==> src/rtl/fetch_buffer.sv <==
// -----------------------------------------------------------------------------
// fetch_buffer
//   Instruction queue between the fetch and dispatch stages. It hides
//   instruction-memory latency from dispatch stalls. Each entry holds one
//   {instr, pc} pair. Both sides use a valid/ready handshake. A flush from
//   branch resolution empties the queue at the next edge.
//
// Parameters
//   DEPTH   number of entries (power of two, >= 2)
//   WORD_W  width of instr and pc
//
// Ports
//   CLK             system clock, rising edge
//   nRST            asynchronous active-low reset
//   flush           discard all entries; takes priority over push and pop
//   fetch_valid     fetch presents an instruction
//   fetch_instr     instruction word
//   fetch_pc        pc of the instruction
//   fetch_ready     buffer can accept a push this cycle (state only)
//   dispatch_ready  dispatch consumes the head this cycle
//   dispatch_valid  head entry is valid
//   dispatch_instr  head instruction (0 when empty)
//   dispatch_pc     head pc (0 when empty)
//   count           current occupancy
// -----------------------------------------------------------------------------
module fetch_buffer #(
   parameter int DEPTH  = 4,
   parameter int WORD_W = 32
) (
   input  logic                       CLK,
   input  logic                       nRST,
   input  logic                       flush,
   input  logic                       fetch_valid,
   input  logic [WORD_W-1:0]          fetch_instr,
   input  logic [WORD_W-1:0]          fetch_pc,
   output logic                       fetch_ready,
   input  logic                       dispatch_ready,
   output logic                       dispatch_valid,
   output logic [WORD_W-1:0]          dispatch_instr,
   output logic [WORD_W-1:0]          dispatch_pc,
   output logic [$clog2(DEPTH+1)-1:0] count
);

   localparam int PTR_W = $clog2(DEPTH);
   localparam int CNT_W = $clog2(DEPTH+1);
   localparam logic [CNT_W-1:0] FULL_CNT = CNT_W'(DEPTH);

   generate
      if (DEPTH < 2 || (DEPTH & (DEPTH - 1)) != 0) begin : g_bad_depth
         $error("fetch_buffer: DEPTH must be a power of two and >= 2");
      end
   endgenerate

   logic [PTR_W-1:0]  head;
   logic [PTR_W-1:0]  tail;
   logic [CNT_W-1:0]  occ;
   logic [WORD_W-1:0] mem_instr [DEPTH];
   logic [WORD_W-1:0] mem_pc    [DEPTH];
   logic              push;
   logic              pop;

   // Ready/valid come from occupancy alone, so dispatch_ready never reaches
   // fetch_ready combinationally; a full buffer refuses a push even when it
   // is popped in the same cycle.
   assign fetch_ready    = (occ != FULL_CNT);
   assign dispatch_valid = (occ != '0);
   assign dispatch_instr = dispatch_valid ? mem_instr[head] : '0;
   assign dispatch_pc    = dispatch_valid ? mem_pc[head]    : '0;
   assign count          = occ;

   assign push = fetch_valid    && fetch_ready    && !flush;
   assign pop  = dispatch_valid && dispatch_ready && !flush;

   always_ff @(posedge CLK or negedge nRST) begin
      if (!nRST) begin
         head <= '0;
         tail <= '0;
         occ  <= '0;
      end else if (flush) begin
         head <= '0;
         tail <= '0;
         occ  <= '0;
      end else begin
         if (push) tail <= tail + PTR_W'(1);
         if (pop)  head <= head + PTR_W'(1);
         case ({push, pop})
            2'b10:   occ <= occ + CNT_W'(1);
            2'b01:   occ <= occ - CNT_W'(1);
            default: occ <= occ;
         endcase
      end
   end

   // Payload storage needs no reset: it is only observed through head while
   // occupancy is non-zero.
   always_ff @(posedge CLK) begin
      if (push) begin
         mem_instr[tail] <= fetch_instr;
         mem_pc[tail]    <= fetch_pc;
      end
   end

endmodule

==> config.mk <==
export PLATFORM = sky130hd
export DESIGN_NAME = fetch_buffer
export DESIGN_NICKNAME = d
export VERILOG_FILES = /design/src/rtl/fetch_buffer.sv
export SDC_FILE = /design/constraint.sdc
export NUM_CORES = 1
export LEC_CHECK = 0
export CORE_MARGIN = 4
export CORE_UTILIZATION = 59
export DETAILED_ROUTE_END_ITERATION = 8
export HOLD_SLACK_MARGIN = 0.05
export PLACE_DENSITY = 0.85
export SLEW_MARGIN = 30
export SYNTH_ARGS = -nofsm -noshare
export SYNTH_HDL_FRONTEND = slang
export SYNTH_SLANG_ARGS = --single-unit
==> constraint.sdc <==
create_clock -name CLK -period 4.73 [get_ports CLK]
set_input_delay 0.7095 -clock CLK [delete_from_list [all_inputs] [get_ports CLK]]
set_output_delay 0.7095 -clock CLK [all_outputs]
set_load 0.02 [all_outputs]
==> results_dict.tcl <==
set metrics [dict create \
    outcome "finished clean" \
    drcViolationCount 0 \
    cts_resized 0 \
    setup_tns_ns 0 \
    grtUsageTotal_pct 20.19 \
    synth_edf_count 256 \
    synth_flop_cell "edfxtp_1" \
    synth.avg_cell_area_um2 21.71 \
    grt_pass1_vias 5437 \
    drt-pass1-iter-count 4 \
    drt_iter0_markers 294 \
    gr-total-overflow 0 \
    ys_async_sr_fraction_pct 2.662 \
    finalCritPeriodShare_pct 79.24 \
    insertedDiodeCount 0 \
    skew_ns 0.01107 \
    port-buffer-count 137 \
    p_leak_nw 4.096 \
    synthCells 470 \
    min_path_type "in -> async" \
    cts_hold_repair.buffers 0 \
    floorplan.initialDensity_pct 60.87 \
    antenna_found_initial 2 \
    grt_start_max_net_pins 68 \
    hpwl_um 10990 \
    endpoint_kind "output port" \
    ys_ff_latch 263 \
    cp_max_fo 35 \
    row_count 47 \
    hold_viol 0 \
    drive_above_1_share_pct 18.83 \
    die_x_um 139.5 \
    cts_tree "yes" \
    vias 4991 \
    grt_pass1_wl_um 30810 \
    worstMarginPinSlew_ns 0.9635 \
    place.gp.congestion 0.7657 \
    clk_root_buffer_cell "clkbuf_16" \
    detail_route.vias_per_cell 5.858 \
    yosysWarnings 0 \
    nets 688 \
    ir_worst_vdd_uv 441.1 \
    htree_levels 1 \
    max_freq_mhz 266.8 \
    slew_headroom_pct 35.77 \
    wire_per_inst_um 22.60 \
    clockBufferDepth 3 \
    num_io_pins 138 \
    area_growth_pct 25.24 \
    cp-start-kind "register" \
    drv_slew 0 \
    totalWireLength_um 19250 \
    maxCapViolations 0 \
    fp.coreArea_mm2 0.01676 \
    period_minus_slack_ns 3.748 \
    critPathKind "reg -> out" \
    synthDistinctLibCells 33 \
    clk_latency_ns 0.50 \
    die_h_um 139.5 \
    syn_area_mm2 0.01020 \
    whs_ns 0.4761 \
    dieArea_mm2 0.01946 \
    final_util_pct 76.24 \
    cts.sinks 263 \
    crit_required_ns 4.02 \
    numCtsBuffers 25 \
    ant_nets 0 \
    powerDensity_mw_per_mm2 503.6 \
    clkTransAtPathRegs_ns 0.06 \
    ys_seq_area_share_pct 77.07 \
    syn_nets 544 \
    setup-violations-final 0 \
    post_cts_buffers 0 \
    rsz0062_at_grt "false" \
    worstPathArrival_ns 3.04 \
]
area by class of cell:
cell class,count,area [µm²]
sequential,263,7870
fill,897,3983
multi-input combinational,177,2201
timing repair buffer,142,1479
clock buffer,32,691.9
tap,220,275.3
clock inverter,13,239.0
inverter,5,21.27
path summary, 6_finish.rpt:
path                       slack [ns]     start               to  depth (start not counted)
setup / recovery                 0.98   head[0]  dispatch_pc[22]                          4
hold / removal                   0.48      nRST         count[2]                          1
setup reg to reg                 1.74  count[0]         count[2]                          8
hold reg to reg                  0.61   tail[1]          tail[1]                          2
max in group asynchronous        3.97      nRST          head[1]                          1
min in group CLK                 0.61   tail[1]          tail[1]                          2
registers in the layout (all words and copies together) (netlist names):
signal,cells
mem_instr,128
tail,2
head,2
mem_pc,128
count,3
per-layer routing:
layer / up-vias / global-route usage (%) / routed length [µm]
met5: - / 0 / 34
met4: 4 / 4.119 / 263
met3: 28 / 4.048 / 1206
met2: 176 / 34.27 / 9895
met1: 2584 / 27.87 / 7850
li1: 2199 / - / -
cell families (layout without fill, tap and decap cells):
kind of cell,Yosys count,count (layout),synth area share (%)
fa+ha+maj,5,5,0.6868
xor+xnor,4,4,0.3435
flops,263,263,77.07
simple gates,93,93,5.408
mux,65,65,14.23
buf+inv,30,192,1.557
compound gates,10,10,0.7114
cell usage after synthesis, types with 2 or more instances:
cell       number  area share, %
xor2_1          3           0.26
buf_6           4           0.44
and3_1          4           0.25
clkbuf_1       10           0.37
nor2_1          6           0.22
a2111oi_0       2           0.17
buf_2          10           0.49
and2_1         64            3.9
dfrtp_1         7            1.7
mux4_2         64             14
inv_1           4           0.15
nand3_1         3           0.15
nor3_1          3           0.15
nor2b_1         2           0.12
edfxtp_1      256             75
a21oi_1         3           0.15
ha_1            4           0.49
nand2_1         6           0.22
layout by cell type (no fill, tap or decap), types with 2 or more instances in the layout:
master	count
buf_12	4
nor3_1	3
nand2_1	6
bufinv_16	7
nand3_1	3
xor2_1	3
a21oi_1	3
and2_1	64
mux4_2	64
inv_1	3
ha_1	4
a2111oi_0	2
edfxtp_1	256
nor2_1	6
dfrtp_1	5
clkinv_2	5
nor2b_1	2
and3_4	4
dfrtp_4	2
clkbuf_1	3
clkdlybuf4s50_1	137
clkbuf_16	25
clkbuf_8	4
stage by stage:
stage | std cells | instance area, µm² | power [W] | setup WS (ns)
4_1_cts | 849 | 12720 | 0.006499 | 0.8860
2_1_floorplan | 470 | 10200 | 0.003663 | 1.555
3_5_place_dp | 804 | 11790 | 0.004294 | 1.433
6_report | 852 | 12780 | 0.006435 | 0.9820
3_3_place_gp | 803 | 11760 | 0.004260 | 1.435
5_1_grt | 852 | 12780 | 0.006690 | 0.7629
where the power goes:
group	internal, W	total [W]	switching [W]
clock network	0.00141	0.00220	0.000793
registers	0.00267	0.00278	0.000109
logic	0.000762	0.00146	0.000694
worst max-delay path: stages (launching register included):
cell             delay (ns)
dfrtp_4                0.88
buf_12                 0.37
mux4_2                 0.54
and2_1                 0.20
clkdlybuf4s50_1        0.55
(Power assumes the default switching activity.)
